## config.mk

```make
export PLATFORM = sky130hd
export DESIGN_NAME = header_encoder
export DESIGN_NICKNAME = d
export VERILOG_FILES = /design/src/rtl/isa_pkg.sv /design/src/rtl/sync_fifo.sv /design/src/rtl/header_encoder.sv
export SDC_FILE = /design/constraint.sdc
export NUM_CORES = 1
export LEC_CHECK = 0
export CORE_MARGIN = 2
export CORE_UTILIZATION = 58
export DETAILED_ROUTE_END_ITERATION = 10
export PLACE_DENSITY = 0.9
export SYNTH_ARGS = -nofsm -noshare
export SYNTH_HDL_FRONTEND = slang
export SYNTH_SLANG_ARGS = --single-unit
```

## constraint.sdc

```tcl
create_clock -name clk -period 4.78 [get_ports clk]
set_input_delay 0.956 -clock clk [delete_from_list [all_inputs] [get_ports clk]]
set_output_delay 0.956 -clock clk [all_outputs]
set_load 0.01 [all_outputs]
```

## src/rtl/isa_pkg.sv

```systemverilog
// Instruction-set constants shared by the header encoder and the control unit:
// operation codes, header class codes and per-class opcodes.
package isa_pkg;

    localparam int HDR_W = 10;

    typedef enum logic [3:0] {
        OP_NOP = 4'd0,
        OP_SUB = 4'd1,
        OP_ADD = 4'd2,
        OP_MOV = 4'd3,
        OP_CMP = 4'd4,
        OP_AVR = 4'd5,
        OP_CUM = 4'd6,
        OP_STR = 4'd7,
        OP_LPX = 4'd8,
        OP_SPX = 4'd9,
        OP_LDR = 4'd10,
        OP_BR  = 4'd11
    } op_t;

    localparam logic [1:0] CLS_DATA = 2'b00;
    localparam logic [1:0] CLS_MEM  = 2'b01;
    localparam logic [1:0] CLS_BR   = 2'b10;
    localparam logic [1:0] CLS_NOP  = 2'b11;

    localparam logic [3:0] DOP_SUB = 4'b0001;
    localparam logic [3:0] DOP_ADD = 4'b0010;
    localparam logic [3:0] DOP_MOV = 4'b0011;
    localparam logic [3:0] DOP_CMP = 4'b0111;
    localparam logic [3:0] DOP_AVR = 4'b1010;
    localparam logic [3:0] DOP_CUM = 4'b1011;

    localparam logic [1:0] MOP_STR = 2'b00;
    localparam logic [1:0] MOP_LPX = 2'b01;
    localparam logic [1:0] MOP_SPX = 2'b10;
    localparam logic [1:0] MOP_LDR = 2'b11;

    localparam logic [HDR_W-1:0] HDR_NOP = {3'b000, CLS_NOP, 5'b00000};

endpackage

```

## src/rtl/sync_fifo.sv

```systemverilog
// Single-clock FIFO with wrap-bit pointers; head is presented combinationally
// and reads as zero while empty.
module sync_fifo #(
    parameter int WIDTH = 10,
    parameter int DEPTH = 4
) (
    input  logic             clk,
    input  logic             rst,
    input  logic             push,
    input  logic [WIDTH-1:0] wdata,
    input  logic             pop,
    output logic [WIDTH-1:0] rdata,
    output logic             full,
    output logic             empty
);

    localparam int AW = $clog2(DEPTH);

    logic [WIDTH-1:0] mem [DEPTH];
    logic [AW:0]      wr_ptr;
    logic [AW:0]      rd_ptr;
    logic             do_push;
    logic             do_pop;

    assign empty   = (wr_ptr == rd_ptr);
    assign full    = (wr_ptr[AW] != rd_ptr[AW]) && (wr_ptr[AW-1:0] == rd_ptr[AW-1:0]);
    assign do_push = push && !full;
    assign do_pop  = pop && !empty;
    assign rdata   = empty ? '0 : mem[rd_ptr[AW-1:0]];

    always_ff @(posedge clk) begin
        if (rst) begin
            wr_ptr <= '0;
            rd_ptr <= '0;
        end else begin
            if (do_push) begin
                mem[wr_ptr[AW-1:0]] <= wdata;
                wr_ptr              <= wr_ptr + 1'b1;
            end
            if (do_pop) begin
                rd_ptr <= rd_ptr + 1'b1;
            end
        end
    end

endmodule

```

## src/rtl/header_encoder.sv

```systemverilog
// Encodes operation requests into 10-bit instruction headers and queues them
// for the fetch/loader path; illegal requests become NOP headers plus an err pulse.
module header_encoder
    import isa_pkg::*;
#(
    parameter int DEPTH = 4
) (
    input  logic             clk,
    input  logic             rst,
    input  logic             in_valid,
    output logic             in_ready,
    input  logic [3:0]       in_op,
    input  logic             in_imm,
    input  logic [2:0]       in_cond,
    output logic             out_valid,
    input  logic             out_ready,
    output logic [HDR_W-1:0] out_header,
    output logic             err,
    output logic [15:0]      hdr_count
);

    function automatic logic is_illegal(logic [3:0] op, logic imm);
        logic bad;
        bad = 1'b0;
        if (op > OP_BR) begin
            bad = 1'b1;
        end else if ((op == OP_AVR || op == OP_CUM) && imm) begin
            bad = 1'b1;
        end
        return bad;
    endfunction

    function automatic logic [HDR_W-1:0] encode(logic [3:0] op, logic imm, logic [2:0] cond);
        logic [HDR_W-1:0] h;
        h = HDR_NOP;
        case (op)
            OP_SUB:  h = {3'b000, CLS_DATA, imm, DOP_SUB};
            OP_ADD:  h = {3'b000, CLS_DATA, imm, DOP_ADD};
            OP_MOV:  h = {3'b000, CLS_DATA, imm, DOP_MOV};
            OP_CMP:  h = {3'b000, CLS_DATA, imm, DOP_CMP};
            OP_AVR:  h = {3'b000, CLS_DATA, 1'b0, DOP_AVR};
            OP_CUM:  h = {3'b000, CLS_DATA, 1'b0, DOP_CUM};
            OP_STR:  h = {3'b000, CLS_MEM, MOP_STR, 3'b000};
            OP_LPX:  h = {3'b000, CLS_MEM, MOP_LPX, 3'b000};
            OP_SPX:  h = {3'b000, CLS_MEM, MOP_SPX, 3'b000};
            OP_LDR:  h = {3'b000, CLS_MEM, MOP_LDR, 3'b000};
            OP_BR:   h = {cond, CLS_BR, 5'b00000};
            default: h = HDR_NOP;
        endcase
        return h;
    endfunction

    logic             full;
    logic             empty;
    logic             push;
    logic             pop;
    logic             illegal;
    logic [HDR_W-1:0] enc_header;

    assign illegal    = is_illegal(in_op, in_imm);
    assign enc_header = illegal ? HDR_NOP : encode(in_op, in_imm, in_cond);

    // A full FIFO refuses requests even when a pop frees a slot on the same edge.
    assign in_ready  = !full;
    assign push      = in_valid && in_ready;
    assign out_valid = !empty;
    assign pop       = out_valid && out_ready;

    sync_fifo #(
        .WIDTH(HDR_W),
        .DEPTH(DEPTH)
    ) u_fifo (
        .clk  (clk),
        .rst  (rst),
        .push (push),
        .wdata(enc_header),
        .pop  (pop),
        .rdata(out_header),
        .full (full),
        .empty(empty)
    );

    always_ff @(posedge clk) begin
        if (rst) begin
            err       <= 1'b0;
            hdr_count <= '0;
        end else begin
            err <= push && illegal;
            if (pop) begin
                hdr_count <= hdr_count + 16'd1;
            end
        end
    end

endmodule
```

# Word-level counts from Yosys, hierarchy flattened
# Memories as Yosys holds them, arrays and structs flattened. A register that Yosys moved wholly into a read port is not among the register bits.
# Index checks and enable logic that the tools add are counted.
[classes] n_addsub=3 magnitude_cmp=1 n_eq_ne=14 muxes=10 n_reduce_logical=10
[ops] cell="case mux 10 bit (11 select lines)" n=1
[ops] cell="2-to-1 mux 10 bit" n=2
[ops] cell="adder 16 x 1 -> 16 bit, second input constant" n=1
[ops] cell="== test 4 x 3 -> 1 bit, second input constant" n=4
[ops] cell="== test 4 bit, second input constant" n=4
[ops] cell="== test 4 x 2 -> 1 bit, second input constant" n=2
[ops] cell="logical AND 1 bit" n=7
[ops] cell="adder 3 x 1 -> 3 bit, second input constant" n=2
[ops] cell="2-to-1 mux 1 bit" n=5
[ops] cell="== test 4 x 1 -> 1 bit, second input constant" n=1
[ops] cell="> comparator 4 bit, second input constant" n=1
[ops] cell="2-to-1 mux 2 bit" n=2
[ops] cell="== test 3 bit" n=1
[ops] cell="== test 2 bit" n=1
[ops] cell="zero test 1 bit" n=2
[ops] cell="logical OR 1 bit" n=1
[ops] cell="!= test 1 bit" n=1
[word_totals] regBits=23 mem_bits_rw=40 inputBits=12 out_inout_bits=29 elab_cells=43 memories=1
[memory_table] memory="u_fifo.mem" depth=4 word_bits=10 rd=1 rd_clocked_by_memory_dff=1 wr=1 line_no="sync_fifo.sv:19" text="logic [WIDTH-1:0] mem [DEPTH];"

# Logic depth before layout (Yosys ltp)
[depth] depth_word=8 ltp_mapped=6 mapped_depth_nobuf=6

# Modules after synthesis
# A second synthesis with hierarchy kept.
[unflattened] cells_unflattened=267 hier_area_um2=3143.0
[by_module_without_submodules] mod="sync_fifo" instances=1 cells_each=133 area_per_inst_um2=2075.7 seq_area_each_um2=1361.3
[by_module_without_submodules] mod="header_encoder" instances=1 cells_each=134 area_per_inst_um2=1067.3 seq_area_each_um2=340.3

# Worst setup path before layout
# OpenSTA, ideal clock, no wires.
[synth_path] path_kind="input -> register" from="in in_op[3]" to="mem u_fifo.mem[0][5], data pin" setup_time_ps=269 t_arrival_ps=2026 required_ps=4511 setup_slack_ps=2484 cell_stages=5 path_buffers=0 path_cell_list="inv_1 > ha_1 > and2_1 > a221o_1 > a211o_1"
[synth_via] elab_chain_cells=6 elab_cells_between_ends=18 classes_between="1 x order compare; 11 x eq/ne; 4 x mux; 2 x reduce/logical"
[synth_rtl] element="from (decl)" line_no="header_encoder.sv:12" text="input logic [3:0] in_op,"
[synth_rtl] element="== test 4 x 3 -> 1 bit" line_no="header_encoder.sv:27, header_encoder.sv:36"
[synth_rtl] element="logical OR 1 bit" line_no="header_encoder.sv:27" text="end else if ((op == OP_AVR || op == OP_CUM) && imm) begin"
[synth_rtl] element="logical AND 1 bit" line_no="header_encoder.sv:27"
[synth_rtl] element="2-to-1 mux 1 bit" line_no="header_encoder.sv:27"
[synth_rtl] element="2-to-1 mux 1 bit" line_no="header_encoder.sv:25" text="if (op > OP_BR) begin"
[synth_rtl] element="2-to-1 mux 10 bit (*)" line_no="header_encoder.sv:61" text="assign enc_header = illegal ? HDR_NOP : encode(in_op, in_imm, in_cond);"
[synth_rtl] element="via enc_header[5]" line_no="header_encoder.sv:58" text="logic [HDR_W-1:0] enc_header;"
[synth_rtl] element="to (decl)" line_no="sync_fifo.sv:19"
# The timed path passes the listed nets; every way through them passes the cells marked *.

==> results.sh <==
export IMPL_cts_tree="built"
export IMPL_fin_crit_ns=3.210
export IMPL_diodes=0
export IMPL_gp_congestion=0.8412
export IMPL_cts_buffer_depth=2
export IMPL_syn_nets=258
export IMPL_synth_top_family_by_area="simple AND/OR/NAND/NOR gates"
export IMPL_dr_first_iter_drc_count=196
export IMPL_vias=2021
export IMPL_min_delay_path_class="reg -> reg"
export IMPL_startpoint_type="register"
export IMPL_ys_ff_latch=65
export IMPL_ant_nets=0
export IMPL_hold_violations=0
export IMPL_portBuffers=40
export IMPL_grt_max_degree=26
export IMPL_boundaryPins=41
export IMPL_worst_slack_ns=1.570
export IMPL_grt_usage_pct=22.27
export IMPL_fmax_mhz=311.5
export IMPL_powerDensity_mw_per_mm2=380.0
export IMPL_finalNetCount=302
export IMPL_rsz0062_at_grt="false"
export IMPL_fp_row_count=26
export IMPL_slowest_stage="dfxtp_1"
export IMPL_synth_simple_area_share_pct=13.83
export IMPL_worstPathMaxFanout=10
export IMPL_crit_chain="mux4_2 -> nor2b_1 -> clkdlybuf4s50_1"
export IMPL_critical_path_max_stage_delay_ns=0.72
export IMPL_dp_slack_ns=1.680
export IMPL_slew_violations=0
export IMPL_p_leak_nw=1.209
export IMPL_max_slew_margin_pct=53.33
export IMPL_clk_insertion_delay_late_ns=0.32
export IMPL_critical_path_arrival_ns=2.25
export IMPL_crit_type="reg -> out"
export IMPL_cts_buffers=9
export IMPL_placed_cell_area_mm2=0.003431
export IMPL_via_per_inst=5.693
export IMPL_cts_hold_buf=0
export IMPL_drt_wl_total_mm=5.664
export IMPL_dr_pass1_iters=5
export IMPL_die_w_um=75.54
export IMPL_grt_pass1_wl_mm=9.108
export IMPL_dieArea_mm2=0.005706
export IMPL_synth_mux_area_share_pct=9.317
export IMPL_ys_flop_type="edfxtp_1"
export IMPL_grt_overflow=0
export IMPL_mostFrequentLayoutCells="40 x clkdlybuf4s50_1, 40 x edfxtp_1, 25 x dfxtp_1"
export IMPL_nFillCells=341
export IMPL_outcome="finished, final reports clean"
export IMPL_final_setup_tns_ns=0
export IMPL_clock_skew_ns=0.004271
export IMPL_synth_area_per_cell_um2=12.58
export IMPL_crit_family="flip-flops"
export IMPL_initial_utilization_pct=59.24
export IMPL_final_setup_viol_count=0
export IMPL_place_hpwl_mm=3.990
export IMPL_cp_num_buf_inv=1
export IMPL_cp_end_kind="output port"
export IMPL_post_cts_resize_count=0
export IMPL_syn_cell_area_mm2=0.002968
export IMPL_postCtsSetupBuffers=0
export IMPL_final_area_mm2=0.003608
export IMPL_area_growth_pct=21.59
export IMPL_first_global_vias=1939
export IMPL_finalCritPeriodShare_pct=67.15
export IMPL_required_ns=3.82
export IMPL_yosys_area_share_adder_pct=4.216
export IMPL_path_clk_slew_ns=0.06
export IMPL_ir_drop_uv=239.5
export IMPL_synth_edf_count=40
export IMPL_synth_xor_area_share_pct=4.132
export IMPL_rrSetupSlack_ns=2.61
export IMPL_cts_root_buf="clkbuf_8"
export IMPL_yosysSeqAreaShare_pct=57.34
export IMPL_tightest_slew_ns=0.6942
export IMPL_cts_sinks=65
export IMPL_htreeDepth=3
export IMPL_fp_dieH_um=75.54
export IMPL_core_mm2=0.005010
export IMPL_cap_violations=0
export IMPL_yosys_warnings=0
export IMPL_synth_cell_type_count=36
export IMPL_syn_inst=236
export IMPL_avgRoutedWirePerCell_um=15.95
export IMPL_drive_above_1_share_pct=8.772
export IMPL_synth_compound_area_share_pct=8.558
export IMPL_antenna_found_initial=0
export IMPL_async_flop_share_pct=0
export IMPL_drc=0
-- routing by layer --
layer	vias to the layer above	track usage (%)	wire length, um
li1	978	-	-
met1	961	29.78	2488
met2	67	34.88	2763
met3	15	4.762	269
met4	0	10.72	143
met5	-	0	0
-- worst reg2reg max path, stage by stage (launching register included) --
cell	delay, ns
dfxtp_1	0.47
xor2_1	0.38
o31ai_1	0.24
nor2_1	0.22
and2_1	0.50
-- worst paths after layout --
check	from	endpoint	cells past startpoint
max	register	out_header[2]	3
min	hdr_count[15]	hdr_count[15]	2
max reg2reg	u_fifo.wr_ptr[1]	u_fifo.mem[2][9]	4
min reg2reg	hdr_count[15]	hdr_count[15]	2
-- flip-flops by register name, indices dropped and copies added, names as in the netlist, named ones only --
register / flops
hdr_count: 16
err: 1
u_fifo.mem: 40
u_fifo.rd_ptr: 3
u_fifo.wr_ptr: 3
-- power by group --
group | total (mW) | internal (mW) | switching, mW
Clock | 0.423 | 0.235 | 0.187
Combinational | 0.293 | 0.163 | 0.131
Sequential | 0.655 | 0.621 | 0.0342
Total | 1.37 | 1.02 | 0.352
-- stage by stage --
stage | power [mW] | hold WS (ns) | utilization [%] | std cells
after global routing | 1.434 | 0.5248 | 72.03 | 355
after CTS | 1.380 | 0.4880 | 72.03 | 355
final | 1.371 | 0.4874 | 72.03 | 355
after global placement | 0.9521 | 0.4642 | 68.48 | 339
after floorplan | 0.8305 | 0.4942 | - | 236
after detailed placement | 0.9626 | 0.4789 | 68.48 | 339
-- Yosys cell counts (all sizes together), types with 4 or more instances --
cell type / n / share of area (%)
edfxtp: 40 / 40
dfxtp: 25 / 17
nor2: 15 / 1.9
a21oi: 14 / 2.4
ha: 10 / 4.2
mux4: 10 / 7.6
nor2b: 10 / 2.1
o31ai: 10 / 2.5
and2: 9 / 1.9
xor2: 9 / 2.7
inv: 8 / 1.0
or4: 8 / 2.0
nand2: 7 / 0.89
o21ai: 7 / 1.2
clkbuf: 6 / 0.76
nand3: 6 / 1.0
nand4: 6 / 1.3
xnor2: 5 / 1.5
buf: 4 / 0.84
mux2i: 4 / 1.3
or3: 4 / 0.84
-- kinds of logic after synthesis --
| kind of cell | after synthesis |
|---|---|
| xor+xnor | 14 |
| compound gates | 40 |
| flops | 65 |
| buf+inv | 18 |
| fa+ha+maj | 10 |
| simple gates | 74 |
| mux | 15 |
-- layout make-up --
cell class	instances	area [um2]	area share [%]
clock buffers	11	131.4	3.641
clock inverters	5	46.29	1.283
inverters	8	30.03	0.8322
multi-input cells	153	1189	32.94
flip-flops and latches	65	1702	47.16
well taps	70	87.58	2.427
repair buffers	43	422.9	11.72
No activity file was read; power rests on OpenSTA's default activity.
